===== src/rtl/mips_run_ctrl.sv =====
// mips_run_ctrl: run/debug sequencer for the MIPS single-cycle core.
// Owns core reset and clock-enable; handles run/halt/step commands,
// PC breakpoint and halt-instruction stops, and counts enabled cycles.
//
// Ports:
//   clk, reset                 system clock, synchronous active-high reset
//   cmd_valid/cmd_op/cmd_ready command handshake (RUN/HALT/STEP/RESET_CORE)
//   bp_en, bp_addr             PC breakpoint
//   pc, instr                  current core PC and instruction
//   core_reset, core_en        core reset (registered), clock-enable (comb)
//   state, halted, halt_cause  sequencer status (registered)
//   cycle_count                saturating count of core_en cycles
module mips_run_ctrl #(
    parameter int          RESET_CYCLES = 2,
    parameter bit          AUTO_RUN     = 1'b1,
    parameter logic [31:0] HALT_INSTR   = 32'h0000000C,
    parameter int          CNT_W        = 32
) (
    input  logic             clk,
    input  logic             reset,
    input  logic             cmd_valid,
    input  logic [1:0]       cmd_op,
    output logic             cmd_ready,
    input  logic             bp_en,
    input  logic [31:0]      bp_addr,
    input  logic [31:0]      pc,
    input  logic [31:0]      instr,
    output logic             core_reset,
    output logic             core_en,
    output logic [1:0]       state,
    output logic             halted,
    output logic [1:0]       halt_cause,
    output logic [CNT_W-1:0] cycle_count
);

    typedef enum logic [1:0] {
        S_RST  = 2'b00,
        S_HALT = 2'b01,
        S_RUN  = 2'b10,
        S_STEP = 2'b11
    } state_t;

    localparam int RW = (RESET_CYCLES > 1) ? $clog2(RESET_CYCLES + 1) : 1;
    localparam logic [RW-1:0] RLOAD = RW'(RESET_CYCLES);

    localparam logic [1:0] CAUSE_CMD = 2'b00;
    localparam logic [1:0] CAUSE_BP  = 2'b01;
    localparam logic [1:0] CAUSE_HI  = 2'b10;

    state_t        st_q, st_d;
    logic [RW-1:0] rcnt_q, rcnt_d;
    logic          skip_q, skip_d;
    logic [1:0]    cause_d;
    logic          en_c;
    logic          cnt_clr;

    logic cmd_acc;
    logic op_run, op_halt, op_step, op_rstc;
    logic bp_hit, hi_hit, stop;

    assign cmd_ready = (st_q != S_RST);
    assign cmd_acc   = cmd_valid & cmd_ready;
    assign op_run    = cmd_acc & (cmd_op == 2'b00);
    assign op_halt   = cmd_acc & (cmd_op == 2'b01);
    assign op_step   = cmd_acc & (cmd_op == 2'b10);
    assign op_rstc   = cmd_acc & (cmd_op == 2'b11);

    assign bp_hit = bp_en & (pc == bp_addr);
    assign hi_hit = (instr == HALT_INSTR);
    // skip lets a resumed core execute the instruction it stopped on
    assign stop   = ~skip_q & (bp_hit | hi_hit);

    always_comb begin
        st_d    = st_q;
        rcnt_d  = rcnt_q;
        skip_d  = skip_q;
        cause_d = halt_cause;
        en_c    = 1'b0;
        cnt_clr = 1'b0;
        unique case (st_q)
            S_RST: begin
                if (rcnt_q <= RW'(1)) begin
                    st_d = AUTO_RUN ? S_RUN : S_HALT;
                end else begin
                    rcnt_d = rcnt_q - RW'(1);
                end
            end
            S_HALT: begin
                if (op_run) begin
                    st_d   = S_RUN;
                    skip_d = 1'b1;
                end else if (op_step) begin
                    st_d = S_STEP;
                end
            end
            S_RUN: begin
                skip_d = 1'b0;
                en_c   = ~stop & ~op_halt;
                // a stop outranks a coincident HALT command for the cause
                if (stop) begin
                    st_d    = S_HALT;
                    cause_d = bp_hit ? CAUSE_BP : CAUSE_HI;
                end else if (op_halt) begin
                    st_d    = S_HALT;
                    cause_d = CAUSE_CMD;
                end
            end
            S_STEP: begin
                en_c    = 1'b1;
                st_d    = S_HALT;
                cause_d = CAUSE_CMD;
            end
            default: begin
                st_d = S_RST;
            end
        endcase
        if (op_rstc) begin
            st_d    = S_RST;
            rcnt_d  = RLOAD;
            skip_d  = 1'b0;
            cause_d = CAUSE_CMD;
            cnt_clr = 1'b1;
        end
    end

    // reset in the same cycle suppresses any enable pulse
    assign core_en = en_c & ~reset;
    assign state   = st_q;

    always_ff @(posedge clk) begin
        if (reset) begin
            st_q        <= S_RST;
            rcnt_q      <= RLOAD;
            skip_q      <= 1'b0;
            core_reset  <= 1'b1;
            halted      <= 1'b0;
            halt_cause  <= CAUSE_CMD;
            cycle_count <= '0;
        end else begin
            st_q       <= st_d;
            rcnt_q     <= rcnt_d;
            skip_q     <= skip_d;
            core_reset <= (st_d == S_RST);
            halted     <= (st_d == S_HALT);
            halt_cause <= cause_d;
            if (cnt_clr) begin
                cycle_count <= '0;
            end else if (core_en && !(&cycle_count)) begin
                cycle_count <= cycle_count + 1'b1;
            end
        end
    end

endmodule


===== config.mk =====
export PLATFORM = sky130hd
export DESIGN_NAME = mips_run_ctrl
export DESIGN_NICKNAME = d
export VERILOG_FILES = /design/src/rtl/mips_run_ctrl.sv
export SDC_FILE = /design/constraint.sdc
export NUM_CORES = 1
export LEC_CHECK = 0
export ABC_AREA = 1
export CAP_MARGIN = 20
export CORE_ASPECT_RATIO = 1.4
export CORE_UTILIZATION = 46
export CTS_CLUSTER_SIZE = 8
export DETAILED_ROUTE_END_ITERATION = 10
export PLACE_DENSITY = 0.91
export SYNTH_ARGS = -nofsm -noshare
export SYNTH_HDL_FRONTEND = slang
export SYNTH_SLANG_ARGS = --single-unit

===== constraint.sdc =====
create_clock -name clk -period 3.8 [get_ports clk]
set_clock_uncertainty 0.2 [all_clocks]
set_input_delay 1.14 -clock clk [delete_from_list [all_inputs] [get_ports clk]]
set_output_delay 1.14 -clock clk [all_outputs]
set_load 0.05 [all_outputs]

==> results of run 1 <==
power breakdown:
part / leakage [uW] / switching [uW] / internal, uW
Combinational: 0.00194 / 268 / 176
Clock: 0.0000395 / 151 / 131
Sequential: 0.000331 / 19.8 / 453
repair_timing:
action / 4_1_cts / 5_1_grt
gates resized for setup: 106 / 44
setup endpoints to repair: 1 / 1
pin swaps: 51 / 32
buffers inserted: 9 / 2
synthesized netlist by cell type (2+ instances only):
cell type | number | area share, %
a21oi_1 | 33 | 5.1
buf_1 | 2 | 0.23
buf_2 | 4 | 0.62
buf_6 | 4 | 1.4
clkbuf_1 | 5 | 0.58
dfxtp_1 | 41 | 26
ha_1 | 2 | 0.78
inv_1 | 82 | 9.6
inv_2 | 2 | 0.23
nand2_1 | 172 | 20
nand3_1 | 19 | 3.0
nand3_2 | 3 | 0.93
nand4_1 | 43 | 8.4
nor2_1 | 62 | 7.2
nor3_1 | 21 | 3.3
nor3_2 | 2 | 0.62
nor4_1 | 6 | 1.2
o21ai_0 | 3 | 0.47
o21ai_1 | 2 | 0.31
xnor2_1 | 14 | 3.8
xor2_1 | 20 | 5.4
flip-flops by register name (all words and copies together), names as in the netlist:
| signal | flops |
|---|---|
| cycle_count | 32 |
| rcnt_q | 2 |
| state | 2 |
| skip_q | 1 |
| core_reset | 1 |
| halted | 1 |
| halt_cause | 2 |
how the worst max path moves through the flow:
stage                startpoint      end  slack, ns  depth (start not counted)
CTS                 bp_addr[18]  core_en      0.002                          8
global placement         pc[17]  core_en      -0.23                         13
detailed placement       pc[17]  core_en      -0.30                         13
global route         bp_addr[8]  core_en      -0.07                         12
finish               bp_addr[8]  core_en      0.008                         12
floorplan           bp_addr[27]  core_en       0.19                          7
tightest hold or removal path: cells and delay by family (launching register included):
family	cells	cell delay, ns
flops	1	0.33
simple gates	1	0.07
compound gates	1	0.05
stage by stage:
| step | hold slack, ns | setup WS, ns | util [%] |
|---|---|---|---|
| global route | 0.3114 | -0.06746 | 73.72 |
| CTS | 0.2928 | 0.002472 | 73.03 |
| detailed placement | 0.2828 | -0.2971 | 71.58 |
| floorplan | 0.2677 | 0.1904 | - |
| global placement | 0.2718 | -0.2285 | 71.58 |
| finish | 0.2921 | 0.007560 | 73.76 |
area by class of cell:
| type | instances | area [um2] | area share, % |
|---|---|---|---|
| multi-input cells | 407 | 2064 | 42.05 |
| flip-flops and latches | 41 | 820.8 | 16.72 |
| diodes | 8 | 20.02 | 0.4077 |
| inverters | 85 | 319.1 | 6.498 |
| well taps | 92 | 115.1 | 2.345 |
| clock buffers | 8 | 80.08 | 1.631 |
| repair buffers | 165 | 1490 | 30.35 |
cell usage in the layout, fill, tap and decap left out, types with 9 or more instances in the layout:
cell,count
nand2_1,170
inv_1,81
dlygate4sd2_1,63
nor2_1,54
clkdlybuf4s50_1,45
nand4_1,43
dfxtp_1,41
a21oi_1,33
buf_4,24
xor2_1,20
nand3_1,18
nor3_1,18
xnor2_1,14
clkdlybuf4s15_1,12
clkbuf_2,11
dlymetal6s2s_1,9
logic make-up (layout without fill, tap and decap cells):
| kind of cell | after synthesis | in the layout | synth area share (%) |
|---|---|---|---|
| and+or+nand+nor | 331 | 331 | 45.25 |
| buffers and inverters | 100 | 258 | 12.76 |
| DFF | 41 | 41 | 25.53 |
| AOI/OAI and AO/OA | 40 | 40 | 6.420 |
| xor gates and xnor gates | 34 | 34 | 9.261 |
| adders and majority gates | 2 | 2 | 0.7781 |
| other | 0 | 8 | 0 |
routing by layer:
metal / vias to the layer above / track usage (%) / share of wire [%]
met5: - / 0 / 0.065
met4: 2 / 19.16 / 4.5
met3: 39 / 10.30 / 9.8
met2: 189 / 62.47 / 51
met1: 1916 / 29.75 / 35
li1: 2076 / - / -
==> results.txt, run 1 <==
Router iterations before antenna repair: 4
Htree depth: 2
Mapped cell area: 3216 um2
PD cells: 244.0 nW/um2
Synth async-reset ratio: 0%
Non-filler cells, final: 806
Clk buf depth: 2
Post-synthesis register bit count: 41
Die Span X: 72.66 um
Number of placed instances, taps included: 779
Yosys warns: 0
Sequential-to-total area share from yosys stat: 25.53%
Layout area overhead: 52.68%
Worst EP required: 2.46 ns
Clk slew on worst S/H paths: 0.08 ns
Worst path most repeated cell: nand2_1
Final Cycle Share: 99.80%
Worst R2R End: cycle_count[20]
Worst-Skew Late Latency: 0.30 ns
Total number of vias: 4222
Initial core utilization: 48.31%
Reg2Reg Setup Slack: 1.28 ns
Worst-Margin Slew: 0.5754 ns
Largest net degree at the start of global routing: 33
HPWL Detailed: 9676 um
Max-cap violations: 0
Hold path cells: 2
Crit path capture type: output port
Setup_tns: 0 ns
Maximum clock rate: 0.2637 GHz
Grt total ovfl: 0
# fillers: 588
Rel. slew slack: 61.52%
TritonCTS clock tree: built
Finish-stage setup viols: 0
Core ar.: 6656 um2
# rows: 35
Crit-path cells: dlygate4sd2_1 -> nand2_1 -> nand2_1 -> inv_1 -> nand2_2 -> nor2_1 -> nand2_1 -> nor2_2 -> nand4_1 -> nand2_2 -> a21boi_2 -> buf_12
Design Power: 1198 uW
Final Hold Fails: 0
CP bufs+invs: 3
Reg2reg start: cycle_count[0]
Layout Nets: 809
Vias in the first global route: 4132
Synth Net Count: 652
Status: finished, final reports clean
Leakage: 0.002309 uW
Critical path class: primary input to output port
Reg2reg path depth: 10
Input/output buffers: 141
Top flip-flop cell by instance count after synthesis: dfxtp_1
DR vias/cell: 5.238
Post-Route WL: 12340 um
Antenna violations before repair: 9
Share of layout cells above drive strength 1: 9.773%
Clk root buf: clkbuf_8
Final instance area: 4910 um2
CTS Sinks: 41
Hold Crit Start: cycle_count[31]
Worst Hold Path EP: cycle_count[31]
Syn Inst Count: 548
Die Footprint: 7333 um2
# DRC: 0
Inserted Clock Buffers: 5
Peak VDD IR: 0.2539 mV
GRT Util Overall: 32.87%
Crit Path Max Fanout: 2
CP peak stage delay: 0.26 ns
Wire per inst: 15.31 um
CP Launch Type: primary input
Placed Area: 4765 um2
Hold Crit Class: flip-flop to flip-flop
Crit path time final: 3.792 ns
CTS Hold Buffers Added: 0
Post-route ant nets: 0
Mean Syn Cell Area: 5.868 um2
Arrival @ worst endpoint: 2.45 ns
Synth unique cells: 27
Slew Limit Fails: 0
Delay-heaviest family, CP: simple AND/OR/NAND/NOR gates
Die Ht: 100.9 um
Max stage delay cell, worst path: dlygate4sd2_1
Count of flip-flops with a built-in enable after synthesis: 0
RePlAce Congestion: 0.9516
Drt initial violations: 147
First-pass GRT wire length: 18510 um
I/O Pins: 142
No activity file was read; power rests on OpenSTA's default activity.
==> inputs of run 2 (changes only) <==
--- a/config.mk
+++ b/config.mk
@@ -8,10 +8,11 @@
 export ABC_AREA = 1
 export CAP_MARGIN = 20
 export CORE_ASPECT_RATIO = 1.4
-export CORE_UTILIZATION = 46
+export CORE_UTILIZATION = 55
 export CTS_CLUSTER_SIZE = 8
 export DETAILED_ROUTE_END_ITERATION = 10
-export PLACE_DENSITY = 0.91
+export DONT_BUFFER_PORTS = 1
+export PLACE_DENSITY = 0.74
 export SYNTH_ARGS = -nofsm -noshare
 export SYNTH_HDL_FRONTEND = slang
 export SYNTH_SLANG_ARGS = --single-unit
==> results.txt, run 2 (synthesis gave the netlist of run 1 again) <==
Crit path from: pc[13]
GRT Util Overall: 29.36%
Setup WS post-layout: 0.1905 ns
Worst EP required: 2.46 ns
I/O Pins: 142
Critical path class: primary input to output port
Clk root buf: clkbuf_8
Final instance area: 3437 um2
Vias in the first global route: 3251
Clk buf depth: 2
RePlAce Congestion: 0.9554
Share of layout cells above drive strength 1: 5.776%
Clk slew on worst S/H paths: 0.08 ns
Rel. slew slack: 51.21%
Core ar.: 5565 um2
Post-cts sizing count: 0
# rows: 32
Crit path time final: 3.609 ns
Most frequent cells in the layout: nand2_1 (172), inv_1 (82), nor2_1 (61), nand4_1 (43), dfxtp_1 (41)
Htree depth: 2
Maximum clock rate: 0.2771 GHz
Reg2Reg Setup Slack: 0.95 ns
Arrival @ worst endpoint: 2.27 ns
Largest register FFs: 32
Post-Route WL: 8792 um
Peak VDD IR: 0.2088 mV
Antenna violations before repair: 0
Ant diodes: 0
Crit path capture type: output port
Input/output buffers: 0
Worst-Skew Late Latency: 0.29 ns
Final Hold Fails: 0
Largest Register: cycle_count
Status: finished, final reports clean
Initial core utilization: 57.78%
Die Footprint: 6160 um2
RSZ-0062 raised after global routing: false
Largest net degree at the start of global routing: 36
Total number of vias: 3383
Max-cap violations: 0
Post-route ant nets: 0
# DRC: 0
First-pass GRT wire length: 13990 um
Placed Area: 3333 um2
Hold Crit Start: skip_q
Worst-Margin Slew: 0.7309 ns
PD cells: 329.7 nW/um2
Layout area overhead: 6.887%
Die Span X: 66.62 um
Worst path most repeated cell: nor2_1
CP peak stage delay: 0.19 ns
Wire per inst: 14.14 um
Crit Path Max Fanout: 3
CTS Sinks: 41
Drt initial violations: 106
Final Cycle Share: 94.99%
Inserted Clock Buffers: 5
Hold Slack: 0.3001 ns
HPWL Detailed: 6980 um
Finish-stage setup viols: 0
Router iterations before antenna repair: 4
Layout Nets: 658
Setup_tns: 0 ns
Grt total ovfl: 0
Crit-path cells: inv_1 -> nor2_1 -> nor2_1 -> nand2_1 -> nor2_1 -> nand2_1 -> nor2_1 -> nand4_1 -> nand2_1 -> a21boi_2 -> buf_12
Commonest non-fill, non-tap cell in the layout: nand2_1
Slew Limit Fails: 0
CP Launch Type: primary input
Hold Crit Class: flip-flop to flip-flop
DR vias/cell: 5.439
Leakage: 0.001558 uW
TritonCTS clock tree: built
Reg2reg start: cycle_count[2]
CTS Hold Buffers Added: 0
Die Ht: 92.47 um
Max stage delay cell, worst path: nor2_1
Place WS: 0.1806 ns
Post-CTS Setup Bufs: 0
## run 2: cell count changes in the layout (fill, tap and decap cells not counted), sizes merged
| cell | change |
|---|---|
| buf | -11 |
| bufinv | +1 |
| clkbuf | -14 |
| clkdlybuf4s15 | -12 |
| clkdlybuf4s50 | -45 |
| clkinv | +1 |
| diode | -8 |
| dlygate4sd2 | -63 |
| dlymetal6s2s | -9 |
## run 2: cell type report
cell class                      count  area, um2
Fill cell                         564       2128
Multi-Input combinational cell    407       1991
Sequential cell                    41      820.8
Inverter                           85      319.1
Timing Repair Buffer               14      117.6
Tap cell                           68      85.08
Clock buffer                        5      68.82
Clock inverter                      2      35.03
## run 2: layer usage
layer	GRT usage [%]	part of all wire (%)
met1	28.32	37
met2	57.15	54
met3	6.897	7.2
met4	10.99	2.3
met5	0	0
## run 2: stage by stage
| step | std cells | util [%] | total power (uW) |
|---|---|---|---|
| final | 622 | 61.76 | 1133 |
| after CTS | 622 | 61.76 | 1140 |
| after global routing | 622 | 61.76 | 1196 |
| after floorplan | 548 | - | 737.1 |
| after global placement | 615 | 59.89 | 794.9 |
| after detailed placement | 615 | 59.89 | 804.1 |
## run 2: power breakdown
group	internal [uW]	switching, uW	leakage, uW
combinational	97.7	218	0.00117
sequential	452	26.4	0.000331
clock	191	147	0.0000540
## run 2: worst paths after layout
kind                endpoint  depth (start not counted)
max                  core_en                         11
min                   skip_q                          2
max reg2reg  cycle_count[25]                          8
min reg2reg           skip_q                          2
## run 2: worst max-delay path, delay by kind of cell
kind                   cells  cell delay, ns
buffers and inverters      2            0.20
and+or+nand+nor            8            0.85
AOI/OAI and AO/OA          1            0.09
==> inputs of run 3 (changes only) <==
--- a/config.mk
+++ b/config.mk
@@ -8,6 +8,7 @@
 export ABC_AREA = 1
 export CAP_MARGIN = 20
 export CORE_ASPECT_RATIO = 1.4
+export CORE_MARGIN = 2
 export CORE_UTILIZATION = 55
 export CTS_CLUSTER_SIZE = 8
 export DETAILED_ROUTE_END_ITERATION = 10
==> results.txt, run 3 (synthesis gave the netlist of run 1 again) <==
Place WS: 0.2394 ns
Post-cts sizing count: 0
# rows: 32
Antenna violations before repair: 0
Die Footprint: 6483 um2
Inserted Clock Buffers: 5
Leakage: 0.001564 uW
Max-cap violations: 0
Arrival @ worst endpoint: 2.21 ns
Die Ht: 94.47 um
Post-CTS Setup Bufs: 0
Total number of vias: 3413
Crit path time final: 3.548 ns
Most frequent cells in the layout: nand2_1 (172), inv_1 (82), nor2_1 (61), nand4_1 (43), dfxtp_1 (41)
Die Span X: 68.62 um
Post-route ant nets: 0
# DRC: 0
Clk root buf: clkbuf_8
Clk buf depth: 2
Placed Area: 3341 um2
HPWL Detailed: 7252 um
Share of layout cells above drive strength 1: 6.115%
I/O Pins: 142
CP Launch Type: primary input
Maximum clock rate: 0.2818 GHz
Clock network power share: 31.6%
Vias in the first global route: 3110
Peak VDD IR: 0.2570 mV
Slew Limit Fails: 0
Largest net degree at the start of global routing: 34
Setup_tns: 0 ns
Crit Path Max Fanout: 3
Wire per inst: 14.39 um
Part of the power in registers: 41.2%
Layout area overhead: 7.471%
Worst-Margin Slew: 0.7434 ns
Initial core utilization: 57.78%
Status: finished, final reports clean
Post-Route WL: 8979 um
Largest Register: cycle_count
RSZ-0062 raised after global routing: false
DR vias/cell: 5.470
Internal power: 746.5 uW
Grt total ovfl: 0
Core Util, Final: 62.10%
Rel. slew slack: 50.37%
CTS Hold Buffers Added: 0
PD cells: 335.5 nW/um2
Final instance area: 3456 um2
Final Cycle Share: 93.37%
Drt initial violations: 109
CTS Sinks: 41
Worst-Skew Late Latency: 0.31 ns
Comb pwr share: 27.2%
First-pass GRT wire length: 13470 um
Core ar.: 5565 um2
Hold Crit Class: flip-flop to flip-flop
Ant diodes: 0
Final Hold Fails: 0
Router iterations before antenna repair: 4
Sw Share: 35.62%
Setup WS post-layout: 0.2519 ns
Largest register FFs: 32
Net Switching: 413.0 uW
TritonCTS clock tree: built
Clk slew on worst S/H paths: 0.09 ns
Finish-stage setup viols: 0
Layout Nets: 659
Worst EP required: 2.46 ns
Commonest non-fill, non-tap cell in the layout: nand2_1
Input/output buffers: 0
Htree depth: 2
RePlAce Congestion: 0.9629
Crit path capture type: output port
# fillers: 565
Critical path class: primary input to output port
GRT Util Overall: 27.35%
[run 3: area by class of cell]
type / instances / area [um2] / share of cell area (%)
multi-input combinational: 407 / 1991 / 57.60
sequential: 41 / 820.8 / 23.75
timing repair buffer: 15 / 125.1 / 3.621
inverter: 85 / 319.1 / 9.232
tap: 68 / 85.08 / 2.462
clock buffer: 5 / 68.82 / 1.991
clock inverter: 3 / 46.29 / 1.340
[run 3: worst paths after layout]
check	slack, ns	cells after the start	from	to
worst max-delay path	0.25	8	bp_addr[27]	core_en
worst min register to register	0.32	2	rcnt_q[1]	rcnt_q[1]
worst max register to register	1.02	8	cycle_count[3]	cycle_count[19]
worst min-delay path	0.32	2	rcnt_q[1]	rcnt_q[1]
[run 3: per-stage QoR]
step	hold slack [ns]	total power, uW	instances
6_report	0.3162	1160	624
5_1_grt	0.3540	1215	624
4_1_cts	0.3200	1165	624
3_5_place_dp	0.3060	803.5	616
3_3_place_gp	0.2873	796.0	616
2_1_floorplan	0.2677	737.1	548
[run 3: worst max-delay path: stages]
cell and delay [ns]:
inv_1 0.02, or2_2 0.27, o221ai_1 0.08, nor2_1 0.08, nand4_1 0.14, nand2_1 0.12, a21boi_2 0.19, buf_12 0.16
[run 3: power groups by stage]
stage / Sequential (uW) / Clock, uW / Combinational [uW]
floorplan: 525 / 0 / 213
global placement: 487 / 0 / 309
detailed placement: 488 / 0 / 315
CTS: 478 / 370 / 317
global route: 481 / 382 / 351
finish: 478 / 366 / 315
[run 3: routing by layer]
metal | share of wire (%) | track usage (%)
met5 | 0 | 0
met2 | 54 | 53.45
met4 | 2.4 | 11.17
met1 | 35 | 26.29
met3 | 8.0 | 5.483
